<file path="src/rtl/dmem_pkg.sv">
// Shared types and constants for the data-memory responder slice.
package dmem_pkg;

  typedef enum logic [1:0] {IDLE, WAIT, RESP} state_t;

  localparam int unsigned WORD_BYTES   = 4;
  localparam logic [31:0] WRCOUNT_ADDR = 32'hFFFFFFFC;
  localparam int unsigned WAIT_W       = 4;

endpackage

</file>
<file path="src/rtl/dmem_array.sv">
// Word storage: synchronous write, registered read, single shared address.
module dmem_array #(
  parameter int unsigned ADDR_W = 6
) (
  input  logic              clk,
  input  logic              we,
  input  logic              re,
  input  logic [ADDR_W-1:0] addr,
  input  logic [31:0]       wdata,
  output logic [31:0]       rdata
);

  logic [31:0] mem [0:(1 << ADDR_W) - 1];

  always_ff @(posedge clk) begin
    if (we) mem[addr] <= wdata;
    if (re) rdata <= mem[addr];
  end

endmodule

</file>
<file path="src/rtl/dmem_responder.sv">
// Data-memory responder: one request at a time, WAIT_STATES extra cycles, one-cycle ready.
// Optional committed-write counter readable at WRCOUNT_ADDR when DMEM_WRCOUNT_EN is defined.
module dmem_responder
  import dmem_pkg::*;
#(
  parameter int unsigned ADDR_W      = 6,
  parameter int unsigned WAIT_STATES = 1
) (
  input  logic        clk,
  input  logic        reset,
  input  logic        memwrite,
  input  logic        memread,
  input  logic [31:0] dataadr,
  input  logic [31:0] writedata,
  output logic [31:0] readdata,
  output logic        ready,
  output logic        err
);

  localparam logic [WAIT_W-1:0] WS_LOAD =
    (WAIT_STATES == 0) ? '0 : WAIT_W'(WAIT_STATES - 1);

  state_t            state, next;
  logic [WAIT_W-1:0] cnt, cnt_next;
  logic              cap;
  logic              req_err, req_sel;
  logic              wr_q, err_q, sel_q;
  logic [ADDR_W-1:0] idx_q;
  logic [31:0]       wdata_q;
  logic              cur_wr, cur_err;
  logic [ADDR_W-1:0] cur_idx;
  logic [31:0]       cur_wdata;
  logic              enter_resp, we;
  logic [31:0]       rdata, wrcount;

  // Request classification from live inputs (only meaningful at capture).
  always_comb begin
    req_err = (dataadr[1:0] != 2'b00) || (memread && memwrite) ||
              (dataadr[31:ADDR_W+2] != '0);
    req_sel = 1'b0;
`ifdef DMEM_WRCOUNT_EN
    if (dataadr == WRCOUNT_ADDR) begin
      req_sel = memread && !memwrite;
      req_err = !req_sel;
    end
`endif
  end

  always_comb begin
    next     = state;
    cnt_next = cnt;
    cap      = 1'b0;
    case (state)
      IDLE: if (memread || memwrite) begin
        cap = 1'b1;
        if (WAIT_STATES == 0) next = RESP;
        else begin
          next     = WAIT;
          cnt_next = WS_LOAD;
        end
      end
      WAIT: if (cnt == '0) next = RESP;
            else cnt_next = cnt - 1'b1;
      RESP: next = IDLE;
      default: next = IDLE;
    endcase
  end

  // With zero wait states the commit edge is the capture edge, so the
  // request must come straight from the inputs rather than the latches.
  always_comb begin
    cur_wr    = (state == IDLE) ? memwrite  : wr_q;
    cur_err   = (state == IDLE) ? req_err   : err_q;
    cur_idx   = (state == IDLE) ? dataadr[ADDR_W+1:2] : idx_q;
    cur_wdata = (state == IDLE) ? writedata : wdata_q;
  end

  assign enter_resp = (next == RESP) && (state != RESP) && !reset;
  assign we         = enter_resp && cur_wr && !cur_err;

  always_ff @(posedge clk) begin
    if (reset) begin
      state   <= IDLE;
      cnt     <= '0;
      wr_q    <= 1'b0;
      err_q   <= 1'b0;
      sel_q   <= 1'b0;
      idx_q   <= '0;
      wdata_q <= '0;
    end else begin
      state <= next;
      cnt   <= cnt_next;
      if (cap) begin
        wr_q    <= memwrite;
        err_q   <= req_err;
        sel_q   <= req_sel;
        idx_q   <= dataadr[ADDR_W+1:2];
        wdata_q <= writedata;
      end
    end
  end

`ifdef DMEM_WRCOUNT_EN
  always_ff @(posedge clk) begin
    if (reset) wrcount <= '0;
    else if (we && (wrcount != '1)) wrcount <= wrcount + 32'd1;
  end
`else
  assign wrcount = '0;
`endif

  dmem_array #(.ADDR_W(ADDR_W)) u_array (
    .clk   (clk),
    .we    (we),
    .re    (enter_resp),
    .addr  (cur_idx),
    .wdata (cur_wdata),
    .rdata (rdata)
  );

  assign ready    = (state == RESP);
  assign err      = ready && err_q;
  assign readdata = (ready && !err_q) ? (sel_q ? wrcount : rdata) : '0;

endmodule
</file>
<file path="config.mk">
export PLATFORM = sky130hd
export DESIGN_NAME = dmem_responder
export DESIGN_NICKNAME = d
export VERILOG_FILES = /design/src/rtl/dmem_pkg.sv /design/src/rtl/dmem_array.sv /design/src/rtl/dmem_responder.sv
export SDC_FILE = /design/constraint.sdc
export NUM_CORES = 2
export LEC_CHECK = 0
export CAP_MARGIN = 20
export CORE_MARGIN = 8
export CORE_UTILIZATION = 45
export CTS_CLUSTER_DIAMETER = 80
export DETAILED_ROUTE_END_ITERATION = 6
export GPL_TIMING_DRIVEN = 0
export SLEW_MARGIN = 30
export SYNTH_ARGS = -nofsm -noshare
export SYNTH_HDL_FRONTEND = slang
export SYNTH_HIERARCHICAL = 1
export SYNTH_SLANG_ARGS = --single-unit
</file>
<file path="constraint.sdc">
create_clock -name clk -period 10.8 [get_ports clk]
set_clock_uncertainty 0.15 [all_clocks]
set_input_delay 1.62 -clock clk [delete_from_list [all_inputs] [get_ports clk]]
set_output_delay 1.62 -clock clk [all_outputs]
set_load 0.1 [all_outputs]
</file>
==> report_table.html <==
<table>
<tr><th>Metric</th><th>Value</th></tr>
<tr><th colspan="2">Run status</th></tr>
<tr><td>Result of the run</td><td>finished with violations</td></tr>
<tr><td>Failing checks</td><td>DRC</td></tr>
<tr><th colspan="2">Critical path</th></tr>
<tr><td>Highest fanout seen on the critical path</td><td>17</td></tr>
<tr><td>Launching element type of the critical path</td><td>primary input</td></tr>
<tr><td>Required time of the worst setup path</td><td>11170 ps</td></tr>
<tr><td>Cell count of the worst reg-to-reg path</td><td>15</td></tr>
<tr><td>Arrival time of the worst setup path</td><td>7060 ps</td></tr>
<tr><td>WS Path Type</td><td>in -&gt; reg</td></tr>
<tr><td>Kind of end point of the critical path</td><td>flip-flop</td></tr>
<tr><th colspan="2">Min path</th></tr>
<tr><td>Hold Path Depth</td><td>2</td></tr>
<tr><td>Hold WC Path Type</td><td>reg -&gt; reg</td></tr>
<tr><th colspan="2">Die</th></tr>
<tr><td># rows</td><td>156</td></tr>
<tr><td>Die area</td><td>196000 um^2</td></tr>
<tr><td>Die extent in y</td><td>442 um</td></tr>
<tr><td>Top-level port count</td><td>102</td></tr>
<tr><td>Die outline width</td><td>442 um</td></tr>
<tr><td>Core Box Area</td><td>181000 um^2</td></tr>
<tr><td>Initial Utilization</td><td>45.3%</td></tr>
<tr><th colspan="2">Synthesis</th></tr>
<tr><td>Library cells used by synthesis</td><td>63</td></tr>
<tr><td>Post-synthesis instance total</td><td>4628</td></tr>
<tr><td>Total of flip-flops plus latches after synthesis</td><td>2126</td></tr>
<tr><td>Number of enable-type register cells in the synthesized netlist</td><td>2080</td></tr>
<tr><td>Part of the Yosys area used for sequential elements</td><td>77.5%</td></tr>
<tr><td>Area of the mapped netlist</td><td>81800 um^2</td></tr>
<tr><td>Ys Warns</td><td>6</td></tr>
<tr><td>Share of flip-flops with an asynchronous set or reset</td><td>0%</td></tr>
<tr><td>Most instantiated flip-flop cell in the synthesis netlist</td><td>sky130_fd_sc_hd__edfxtp_1</td></tr>
<tr><td>Post-synthesis area per instance</td><td>17.7 um^2</td></tr>
<tr><td>Synthesized netlist net count</td><td>4698</td></tr>
<tr><th colspan="2">Clock network</th></tr>
<tr><td>Clock tree from TritonCTS</td><td>done</td></tr>
<tr><td>Inserted Clock Buffers</td><td>206</td></tr>
<tr><td>Clock root cell</td><td>sky130_fd_sc_hd__clkbuf_16</td></tr>
<tr><td>Worst skew pair latency</td><td>840 ps</td></tr>
<tr><td>TritonCTS sink count</td><td>2126</td></tr>
<tr><td>Post-CTS clock slew at the launch and capture registers of the worst setup and hold paths</td><td>60 ps</td></tr>
<tr><td>Clock tree buffer depth</td><td>3</td></tr>
<tr><td>CTS HTree Levels</td><td>4</td></tr>
<tr><td>Number of setup buffers added after CTS</td><td>0</td></tr>
<tr><td>Hold-fix buffers at CTS</td><td>0</td></tr>
<tr><td># resized after CTS</td><td>0</td></tr>
<tr><th colspan="2">STA</th></tr>
<tr><td>Final critical-path required period</td><td>6690 ps</td></tr>
<tr><td>Final period util</td><td>62.0%</td></tr>
<tr><td>Max Freq</td><td>149 MHz</td></tr>
<tr><td>Post-route setup TNS</td><td>0 ps</td></tr>
<tr><td>Actual slew at the worst max-slew pin</td><td>1160 ps</td></tr>
<tr><td>Setup repair after global routing missed its margin</td><td>false</td></tr>
<tr><td>Fin Hold WS</td><td>332 ps</td></tr>
<tr><td>Max-slew headroom</td><td>22.3%</td></tr>
<tr><td>Final setup violating endpoints</td><td>0</td></tr>
<tr><td>Hold Vio Cnt, Final</td><td>0</td></tr>
<tr><td>Slew Limit Fails</td><td>0</td></tr>
<tr><th colspan="2">Global routing</th></tr>
<tr><td>Number of antenna violations at the first check in global routing</td><td>12</td></tr>
<tr><td>Overall track demand over capacity in global routing</td><td>24.9%</td></tr>
<tr><td>Remaining Overflow, GRT</td><td>0</td></tr>
<tr><td>Largest net degree at the start of global routing</td><td>65</td></tr>
<tr><td>Number of global-route vias before repair</td><td>47200</td></tr>
<tr><td>Wire length of the first global-routing pass</td><td>351 mm</td></tr>
<tr><th colspan="2">Route</th></tr>
<tr><td>Detailed-route via count</td><td>47900</td></tr>
<tr><td>Met1 WL</td><td>96.4 mm</td></tr>
<tr><td>Met2 wirelength from detailed routing</td><td>117 mm</td></tr>
<tr><td>TritonRoute pass-1 iters</td><td>7</td></tr>
<tr><td>Remaining routing DRC violations</td><td>1</td></tr>
<tr><td>Routed length on met3</td><td>23.9 mm</td></tr>
<tr><td>Detailed Route WL</td><td>252 mm</td></tr>
<tr><td>Drt wl/cell</td><td>33.0 um</td></tr>
<tr><td>Top layer used by detailed routing</td><td>met5</td></tr>
<tr><td>Number of nets still failing antenna checks after routing</td><td>0</td></tr>
<tr><td>Number of design-rule violations left by the first detailed-router iteration</td><td>6351</td></tr>
<tr><td>Vias per cell</td><td>6.27</td></tr>
<tr><th colspan="2">Place</th></tr>
<tr><td>DP Cell Count</td><td>7248</td></tr>
<tr><td>Final Wtd Congestion</td><td>0.928</td></tr>
<tr><td>Area after detailed placement</td><td>90300 um^2</td></tr>
<tr><td>Number of port buffers</td><td>100</td></tr>
<tr><td>Detailed-placement wirelength estimate</td><td>174 mm</td></tr>
<tr><th colspan="2">Final layout</th></tr>
<tr><td>Layout Utilization</td><td>53.5%</td></tr>
<tr><td>Area growth from synthesis to layout</td><td>18.1%</td></tr>
<tr><td>Final instance area</td><td>96700 um^2</td></tr>
<tr><td>Post-Layout Cell Count</td><td>7641</td></tr>
<tr><td>Layout cells sized above 1</td><td>17.3%</td></tr>
<tr><td>Layout Nets</td><td>5156</td></tr>
<tr><th colspan="2">Power</th></tr>
<tr><td>Sw Ratio</td><td>26.3%</td></tr>
<tr><td>Total leakage power</td><td>31.1 nW</td></tr>
<tr><td>Internal Pwr Total</td><td>13.9 mW</td></tr>
<tr><td>Switching power</td><td>4.96 mW</td></tr>
<tr><td>Portion of total power attributed to sequential cells</td><td>49.4%</td></tr>
<tr><td>PwrDens</td><td>196 nW/um^2</td></tr>
<tr><td>Clock share of power</td><td>36.3%</td></tr>
<tr><td>Proportion of power drawn by combinational gates</td><td>14.3%</td></tr>
<tr><td>Maximum VDD drop</td><td>0.143 mV</td></tr>
<tr><th colspan="2">Job</th></tr>
<tr><td>Max cap viols</td><td>0</td></tr>
</table>
[Yosys cell counts, drive strengths merged, types with 87 or more instances]
cell type / count / area, um^2
a21oi: 164 / 821
a221oi: 175 / 1530
a22oi: 188 / 1410
and3: 87 / 544
buf: 141 / 742
clkbuf: 191 / 721
edfxtp: 2080 / 62500
mux2: 147 / 1660
mux2i: 259 / 2590
mux4: 96 / 2160
nand2: 143 / 537
nand3: 92 / 460
nor2: 149 / 559
o21ai: 126 / 631
o22ai: 94 / 588
[area by class of cell]
class                      count  area [um^2]
fill                       14200        84100
sequential                  2126        63400
multi-input combinational   2164        17800
clock buffer                 271         5500
timing repair buffer         250         4630
tap                         2370         2970
buffer                       332         1490
clock inverter               110          862
antenna                       12         30.0
inverter                       6         22.5
[worst max-delay path: stages]
cell and delay, ps:
sky130_fd_sc_hd__clkdlybuf4s50_1 490, sky130_fd_sc_hd__nand2_1 50, sky130_fd_sc_hd__nand2_1 150, sky130_fd_sc_hd__buf_2 330, sky130_fd_sc_hd__buf_2 460, sky130_fd_sc_hd__buf_2 460, sky130_fd_sc_hd__buf_2 490, sky130_fd_sc_hd__buf_2 510
sky130_fd_sc_hd__buf_2 410, sky130_fd_sc_hd__nand3_1 730, sky130_fd_sc_hd__nor2_4 850, sky130_fd_sc_hd__buf_16 230, sky130_fd_sc_hd__buf_16 180
[metrics by stage]
| stage | total power, mW | worst slack, ps |
|---|---|---|
| 6_report | 18.9 | 4110 |
| 5_1_grt | 19.4 | 4130 |
| 4_1_cts | 18.9 | 4390 |
| 3_5_place_dp | 12.2 | 3530 |
| 3_3_place_gp | 12.0 | 1360 |
| 2_1_floorplan | 10.9 | 5260 |
[power by group through the flow]
stage               logic [mW]  registers [mW]  clock network [mW]
floorplan                 1.37            9.53                   0
global placement          2.47            9.58                   0
detailed placement        2.65            9.51                   0
CTS                       2.66            9.34                6.95
global route              2.78            9.33                7.25
finish                    2.70            9.34                6.87
[placed cells by master, fill, tap and decap left out, types with 16 or more instances in the layout]
| master | netlist | routed |
|---|---|---|
| sky130_fd_sc_hd__and3_1 | 87 | 86 |
| sky130_fd_sc_hd__nor2_4 | 0 | 64 |
| sky130_fd_sc_hd__o22a_1 | 70 | 70 |
| sky130_fd_sc_hd__a31oi_1 | 43 | 43 |
| sky130_fd_sc_hd__clkdlybuf4s50_1 | 0 | 94 |
| sky130_fd_sc_hd__a22oi_1 | 188 | 188 |
| sky130_fd_sc_hd__o21ai_1 | 40 | 40 |
| sky130_fd_sc_hd__clkinv_1 | 0 | 56 |
| sky130_fd_sc_hd__nor3_1 | 23 | 21 |
| sky130_fd_sc_hd__nand2b_1 | 19 | 19 |
| sky130_fd_sc_hd__nand2_4 | 0 | 32 |
| sky130_fd_sc_hd__a21oi_1 | 164 | 164 |
| sky130_fd_sc_hd__clkbuf_1 | 190 | 234 |
| sky130_fd_sc_hd__buf_1 | 33 | 29 |
| sky130_fd_sc_hd__mux2i_1 | 259 | 259 |
| sky130_fd_sc_hd__a22o_1 | 66 | 66 |
| sky130_fd_sc_hd__edfxtp_1 | 2080 | 2080 |
| sky130_fd_sc_hd__or4_1 | 21 | 21 |
| sky130_fd_sc_hd__nor2_1 | 149 | 85 |
| sky130_fd_sc_hd__clkinv_2 | 0 | 28 |
| sky130_fd_sc_hd__dfxtp_1 | 46 | 46 |
| sky130_fd_sc_hd__buf_16 | 0 | 107 |
| sky130_fd_sc_hd__buf_2 | 95 | 111 |
| sky130_fd_sc_hd__a222oi_1 | 16 | 16 |
| sky130_fd_sc_hd__and2_1 | 39 | 39 |
| sky130_fd_sc_hd__nor4_1 | 17 | 17 |
| sky130_fd_sc_hd__nand2_1 | 143 | 111 |
| sky130_fd_sc_hd__o21ai_0 | 86 | 86 |
| sky130_fd_sc_hd__clkbuf_16 | 0 | 209 |
| sky130_fd_sc_hd__mux2_2 | 147 | 147 |
| sky130_fd_sc_hd__mux4_2 | 96 | 96 |
| sky130_fd_sc_hd__nand3_1 | 92 | 92 |
| sky130_fd_sc_hd__buf_12 | 3 | 36 |
| sky130_fd_sc_hd__a211oi_1 | 18 | 18 |
| sky130_fd_sc_hd__a221oi_1 | 175 | 175 |
| sky130_fd_sc_hd__o22ai_1 | 94 | 94 |
[sequential cells by signal (all words and copies together) (netlist names)]
name and flops:
wdata_q 32, cnt 4, u_array/mem 2048, err_q 1, u_array/rdata 32, idx_q 6
wr_q 1, state 2
[metal layers]
metal / GRT usage, % / vias to the layer above
li1: - / 20000
met4: 12.6 / 4
met3: 5.25 / 603
met5: 0 / -
met1: 32.7 / 24600
met2: 39.3 / 2708
[cells by family (layout without fill, tap and decap cells)]
logic type | after synthesis | in the layout | synth area share, %
mux | 502 | 502 | 7.83
buf+inv | 338 | 969 | 1.82
simple gates | 637 | 637 | 3.94
other cells | 0 | 12 | 0
fa+ha+maj | 2 | 2 | 0.0306
flops | 2126 | 2126 | 77.5
compound gates | 1023 | 1023 | 8.93
[final timing paths]
path / to / slack [ps] / startpoint
setup / recovery: u_array/mem[53][25]$_DFFE_PP_ / 4110 / dataadr[4]
setup reg to reg: u_array/mem[53][25]$_DFFE_PP_ / 4120 / state[0]$_SDFF_PP0_
hold reg to reg: idx_q[0]$_SDFFE_PP0P_ / 330 / idx_q[0]$_SDFFE_PP0P_
hold / removal: idx_q[0]$_SDFFE_PP0P_ / 330 / idx_q[0]$_SDFFE_PP0P_
Note: power is estimated with default switching activity, not from simulation.
